File: src/rtl/nec_prefetch.sv
// Instruction prefetch controller: keeps an 8-byte queue ahead of the decoder
// by issuing 16-bit word fetches over a req/ack handshake, with flush on set_pc.
module nec_prefetch (
    input  logic        clk,
    input  logic        reset,
    input  logic        ce_1,
    input  logic        ce_2,
    input  logic [15:0] cs,
    input  logic [15:0] dec_pc,
    input  logic [15:0] new_pc,
    input  logic        set_pc,
    input  logic        suspend,
    output logic        pf_req,
    output logic [19:0] pf_addr,
    input  logic        pf_ack,
    input  logic [15:0] pf_data,
    output logic [63:0] ipq,
    output logic [3:0]  ipq_len
);

    typedef enum logic [1:0] {
        ST_IDLE    = 2'd0,
        ST_REQ     = 2'd1,
        ST_DISCARD = 2'd2
    } state_t;

    state_t      state_r;
    state_t      state_s;
    logic [15:0] fetch_ip_r;
    logic [15:0] fetch_ip_s;
    logic [15:0] fetch_ip_adv_s;
    logic        req_s;
    logic [19:0] addr_s;
    logic [3:0]  len_s;
    logic        wr_en_s;
    logic        en_s;
    logic [2:0]  slot_s;
    logic [2:0]  slot_hi_s;
    logic [7:0]  ipq_r [8];

    // Segment:offset to a word-aligned 20-bit physical address (wraps at 1 MiB).
    function automatic logic [19:0] phys_addr(input logic [15:0] seg, input logic [15:0] off);
        return {seg, 4'b0000} + {4'b0000, off & 16'hFFFE};
    endfunction

    // Room for another fetch: two free bytes for a full word, one for an odd start.
    function automatic logic fetch_needed(input logic [15:0] fip, input logic [15:0] dpc);
        logic [15:0] used;
        used = fip - dpc;
        if (fip[0]) begin
            return (used <= 16'd7);
        end else begin
            return (used <= 16'd6);
        end
    endfunction

    assign en_s      = ce_1 | ce_2;
    assign slot_s    = fetch_ip_r[2:0];
    assign slot_hi_s = slot_s + 3'd1;

    // Next-state, next fetch pointer and request outputs.
    always_comb begin
        state_s        = state_r;
        fetch_ip_s     = fetch_ip_r;
        req_s          = pf_req;
        addr_s         = pf_addr;
        wr_en_s        = 1'b0;
        fetch_ip_adv_s = fetch_ip_r + (fetch_ip_r[0] ? 16'd1 : 16'd2);
        case (state_r)
            ST_IDLE: begin
                if (set_pc) begin
                    fetch_ip_s = new_pc;
                    state_s    = ST_IDLE;
                    req_s      = 1'b0;
                end else if (!suspend && fetch_needed(fetch_ip_r, dec_pc)) begin
                    state_s = ST_REQ;
                    req_s   = 1'b1;
                    addr_s  = phys_addr(cs, fetch_ip_r);
                end else begin
                    state_s = ST_IDLE;
                    req_s   = 1'b0;
                end
            end
            ST_REQ: begin
                if (set_pc) begin
                    fetch_ip_s = new_pc;
                    if (pf_ack) begin
                        state_s = ST_IDLE;
                        req_s   = 1'b0;
                    end else begin
                        // The bus cycle cannot be aborted; wait it out and drop the data.
                        state_s = ST_DISCARD;
                        req_s   = 1'b1;
                    end
                end else if (pf_ack) begin
                    wr_en_s    = 1'b1;
                    fetch_ip_s = fetch_ip_adv_s;
                    if (!suspend && fetch_needed(fetch_ip_adv_s, dec_pc)) begin
                        state_s = ST_REQ;
                        req_s   = 1'b1;
                        addr_s  = phys_addr(cs, fetch_ip_adv_s);
                    end else begin
                        state_s = ST_IDLE;
                        req_s   = 1'b0;
                    end
                end else begin
                    state_s = ST_REQ;
                    req_s   = 1'b1;
                end
            end
            ST_DISCARD: begin
                if (set_pc) begin
                    fetch_ip_s = new_pc;
                end else begin
                    fetch_ip_s = fetch_ip_r;
                end
                if (pf_ack) begin
                    state_s = ST_IDLE;
                    req_s   = 1'b0;
                end else begin
                    state_s = ST_DISCARD;
                    req_s   = 1'b1;
                end
            end
            default: begin
                state_s = ST_IDLE;
                req_s   = 1'b0;
            end
        endcase
        // Difference is bounded to 0..8 by the decoder, so the low nibble suffices.
        len_s = fetch_ip_s[3:0] - dec_pc[3:0];
    end

    // State, fetch pointer and handshake registers.
    always_ff @(posedge clk) begin
        if (reset) begin
            state_r    <= ST_IDLE;
            fetch_ip_r <= 16'h0000;
            pf_req     <= 1'b0;
            pf_addr    <= 20'h00000;
            ipq_len    <= 4'd0;
        end else if (en_s) begin
            state_r    <= state_s;
            fetch_ip_r <= fetch_ip_s;
            pf_req     <= req_s;
            pf_addr    <= addr_s;
            ipq_len    <= len_s;
        end
    end

    // Queue byte storage, written little-endian at the current fetch slot.
    always_ff @(posedge clk) begin
        if (reset) begin
            for (int i = 0; i < 8; i++) begin
                ipq_r[i] <= 8'h00;
            end
        end else if (en_s && wr_en_s) begin
            if (fetch_ip_r[0]) begin
                ipq_r[slot_s] <= pf_data[15:8];
            end else begin
                ipq_r[slot_s]    <= pf_data[7:0];
                ipq_r[slot_hi_s] <= pf_data[15:8];
            end
        end
    end

    for (genvar g = 0; g < 8; g++) begin : g_pack
        assign ipq[8*g +: 8] = ipq_r[g];
    end

endmodule
File: config.mk
export PLATFORM = sky130hd
export DESIGN_NAME = nec_prefetch
export DESIGN_NICKNAME = d
export VERILOG_FILES = /design/src/rtl/nec_prefetch.sv
export SDC_FILE = /design/constraint.sdc
export NUM_CORES = 1
export LEC_CHECK = 0
export CORE_ASPECT_RATIO = 0.5
export CORE_UTILIZATION = 25
export CTS_CLUSTER_DIAMETER = 60
export DETAILED_ROUTE_END_ITERATION = 6
export GPL_TIMING_DRIVEN = 0
export PLACE_DENSITY = 0.48
export SETUP_SLACK_MARGIN = 0.4
export SLEW_MARGIN = 20
export SYNTH_ARGS = -nofsm -noshare
export SYNTH_HDL_FRONTEND = slang
export SYNTH_SLANG_ARGS = --single-unit
export TNS_END_PERCENT = 100
File: constraint.sdc
create_clock -name clk -period 4.6 [get_ports clk]
set_clock_uncertainty 0.15 [all_clocks]
set_input_delay 0.92 -clock clk [delete_from_list [all_inputs] [get_ports clk]]
set_output_delay 0.92 -clock clk [all_outputs]
set_load 0.02 [all_outputs]
==> results.json <==
{
  "synth_cells": 869,
  "critPathCaptureType": "flop",
  "grt_max_degree": 19,
  "critPathLaunchType": "flop",
  "seq_area_frac_synth_pct": 35.4,
  "grt-ovfl-total": 0,
  "worst_pin_slew_ps": 876,
  "synth_seq_cells": 106,
  "n_antenna_cell": 0,
  "worstSkewPairLatency_ps": 350,
  "rr_startpoint": "fetch_ip_r[0]$_SDFFE_PP0N_",
  "hold_path_depth": 2,
  "crit_type": "flop to flop",
  "synth_top_family_by_area": "simple AND/OR/NAND/NOR gates",
  "port_buffers": 155,
  "clock_sinks": 106,
  "p_clk_share_pct": 31.3,
  "synthXorXnorAreaFrac_pct": 6.18,
  "drv_slew": 0,
  "dr_total_vias": 7306,
  "ys_warn_count": 0,
  "synth_compound_area_share_pct": 21.5,
  "yosys.area_share.simple_pct": 22.6,
  "setup_violations": 0,
  "crit_path_end": "pf_addr[8]$_SDFFE_PP0P_",
  "switching_share_pct": 31.0,
  "fill_cells": 3148,
  "clk_pin_slew_ps": 70,
  "cp_slowest_cell": "a2111o_1",
  "cts_tree": "built",
  "power_density_nw_per_um2": 232,
  "muxShareOfSynthArea_pct": 0.529,
  "htreeDepth": 3,
  "p_leak_nw": 4.32,
  "drive_gt1_share_pct": 16.4,
  "seqPwrFrac_pct": 41.1,
  "vdd.ir_drop.worst_uv": 151,
  "rrSetupSlack_ps": 340,
  "row_count": 45,
  "yosysUniqueCellTypes": 83,
  "setup_slack_ps": 336,
  "die_x_um": 252,
  "fin_crit_ps": 4260,
  "path_depth": 21,
  "numCtsBuffers": 9,
  "grtUsageTotal_pct": 16.7,
  "grt_pass1_vias": 7085,
  "floorplan.initialDensity_pct": 25.6,
  "intPower_w": 0.00176,
  "cp_top_family": "compound AO/OA/AOI/OAI gates",
  "synth_fa_ha_area_share_pct": 9.21,
  "synth_edf_count": 64,
  "syn_area_um2": 7800,
  "cts_buffer_depth": 2,
  "final_area_um2": 11000,
  "rr_endpoint": "pf_addr[8]$_SDFFE_PP0P_",
  "dp_slack_ps": -1020,
  "drtAntennaViolNets": 0,
  "holdCritPathClass": "flop to flop",
  "synth-main-ff-cell": "edfxtp_1",
  "p_sw_w": 0.000792,
  "cts_hold_buffers": 0,
  "route.detailed.drc": 0,
  "fmax_mhz": 235,
  "worst-path-buf-inv": 8,
  "drt_iter0_drc": 501,
  "wl_per_cell_um": 17.9,
  "rsz0062_at_grt": "true",
  "grt_pass1_wl_um": 41300,
  "dr.pass1.iters": 5,
  "place_congestion": 0.829,
  "syn_avg_cell_area_um2": 8.97,
  "coreArea_um2": 30500,
  "routed_via_density": 4.86,
  "wl_um": 26900,
  "cp.required_ps": 4730,
  "io_pins": 160,
  "stdcell_count": 1502,
  "critPathMaxFanout": 5,
  "postPlaceCellArea_um2": 9910,
  "maxCapViolCount": 0,
  "path_cells": "buf_8 > inv_6 > ha_4 > a21oi_1 > nand4b_1 > buf_6 > nor3_4 > xor2_1 > ha_1 > buf_4 > buf_4 > and2_4 > a2111o_1 > o211a_1 > a211oi_2 > and4_1 > buf_6 > buf_12 > buf_16 > o21ai_2 > a21oi_2",
  "synth-async-reset-ratio_pct": 0,
  "antenna_found_initial": 0,
  "critPathMaxStageDelay_ps": 390,
  "ff2ff_path_depth": 21,
  "run_status": "finished, final reports clean",
  "dp_cells": 1447,
  "fp.dieH_um": 127,
  "period_share_pct": 92.7,
  "fp.dieArea_um2": 31900,
  "hpwlAfterDp_um": 21400,
  "finalNetCount": 1201,
  "syn_nets": 995,
  "p_comb_share_pct": 27.5,
  "area_growth_syn_to_layout_pct": 41.0,
  "crit_start": "fetch_ip_r[0]$_SDFFE_PP0N_",
  "finalHoldViolCount": 0,
  "cts_root_buf": "clkbuf_16",
  "slew_headroom_pct": 41.6,
  "cp_data_arrival_time_ps": 4390
}
[worst min path at each step]
| stage | startpoint | end | slack [ps] |
|---|---|---|---|
| after floorplan | fetch_ip_r[1]$_SDFFE_PP0N_ | fetch_ip_r[1]$_SDFFE_PP0N_ | 360 |
| after global placement | ipq_len[1]$_SDFFE_PP0N_ | ipq_len[1]$_SDFFE_PP0N_ | 290 |
| after detailed placement | ipq_len[1]$_SDFFE_PP0N_ | ipq_len[1]$_SDFFE_PP0N_ | 300 |
| after CTS | ipq_len[1]$_SDFFE_PP0N_ | ipq_len[1]$_SDFFE_PP0N_ | 310 |
| after global routing | ipq_len[1]$_SDFFE_PP0N_ | ipq_len[1]$_SDFFE_PP0N_ | 330 |
| final | ipq_len[1]$_SDFFE_PP0N_ | ipq_len[1]$_SDFFE_PP0N_ | 300 |
[registers in the layout, indices dropped and copies added, names as in the netlist]
signal / count
state_r: 2
pf_req: 1
fetch_ip_r: 16
ipq_len: 4
ipq_r: 64
pf_addr: 19
[cell families (layout without fill, tap and decap cells)]
logic type               Yosys count  in the layout
flip-flops                       106            106
adder cells (fa/ha/maj)           55             55
buffers and inverters             82            292
multiplexers                       4              4
other                              1              1
AO/OA/AOI/OAI                    231            231
XOR/XNOR                          55             55
AND/OR/NAND/NOR                  335            335
[worst register-to-register path, delay by kind of cell, from the launching register on]
family | cells | cell delay, ps
AO/OA/AOI/OAI | 6 | 1000
buffers and inverters | 8 | 970
AND/OR/NAND/NOR | 4 | 900
adder cells (fa/ha/maj) | 2 | 580
flip-flops | 1 | 360
XOR/XNOR | 1 | 230
[synthesized netlist by cell type, drive strengths merged (5+ instances only)]
master	number	area [µm²]
nand2	69	259
edfxtp	64	1920
nor2	61	229
a21oi	51	293
ha	51	638
o21ai	47	277
dfxtp	42	841
and2	41	257
and3	39	244
inv	37	139
xnor2	34	298
clkbuf	31	116
nand3	28	140
nor3	22	110
xor2	21	184
a211oi	18	140
a21o	18	135
nand4	15	93.8
buf	14	97.6
a22oi	13	97.6
or2	13	81.3
o31ai	12	95.1
nor2b	9	56.3
nand2b	8	50.1
nor4	7	50.1
o211ai	7	52.6
o21a	7	52.6
or3	7	43.8
o21bai	6	45.0
a22o	5	43.8
[metrics by stage]
stage / utilization [%] / setup TNS, ps / hold slack [ps] / power [W]
floorplan: - / 0 / 355 / 0.00146
global placement: 32.5 / -18960 / 293 / 0.00170
detailed placement: 32.5 / -18950 / 296 / 0.00171
CTS: 35.6 / 0 / 306 / 0.00256
global route: 36.0 / 0 / 333 / 0.00267
finish: 36.0 / 0 / 304 / 0.00255
[layout make-up]
type | count | area (µm²) | share of cell area [%]
clock inverter | 6 | 71.3 | 0.648
buffer | 45 | 287 | 2.61
timing repair buffer | 195 | 1910 | 17.4
sequential | 106 | 2770 | 25.2
tap | 423 | 529 | 4.81
inverter | 37 | 144 | 1.31
multi-input combinational | 681 | 5060 | 46.0
clock buffer | 9 | 225 | 2.05
[per-layer routing]
layer  part of all wire [%]  global-route usage (%)  vias to the layer above
li1                       -                       -                     3624
met1                     49                    23.5                     3498
met2                     46                    27.6                      163
met3                    3.8                    2.36                       21
met4                    1.2                    2.75                        0
met5                      0                       0                        -
[cells in the final DEF, fill, tap and decap left out, drive strengths merged, types with 5 or more instances in the layout]
cell type,netlist,routed
and2,41,41
xnor2,34,34
clkbuf,31,37
and3,39,39
nand4,15,15
o211ai,7,7
a21oi,51,51
a22oi,13,13
inv,37,40
a211oi,18,18
buf,14,57
o21bai,6,6
edfxtp,64,64
nor2,61,61
o21a,7,7
ha,51,51
xor2,21,21
or3,7,7
dfxtp,42,42
clkdlybuf4s50,0,154
nor2b,9,9
o31ai,12,12
nand2,69,69
nor4,7,7
o21ai,47,47
nand2b,8,8
nand3,28,28
a22o,5,5
or2,13,13
nor3,22,22
a21o,18,18
[power groups by stage]
stage          Sequential [W]  Clock (W)  Combinational, W
2_1_floorplan         0.00110          0          0.000361
3_3_place_gp          0.00107          0          0.000631
3_5_place_dp          0.00107          0          0.000637
4_1_cts               0.00105   0.000814          0.000690
5_1_grt               0.00106   0.000856          0.000762
6_report              0.00105   0.000800          0.000704
[repair_timing]
item,CTS,global route
buffers inserted,34,5
pin swaps,37,21
setup endpoints to repair,21,21
gates cloned,1,0
resized for setup,75,27
Note: power is estimated with default switching activity, not from simulation.
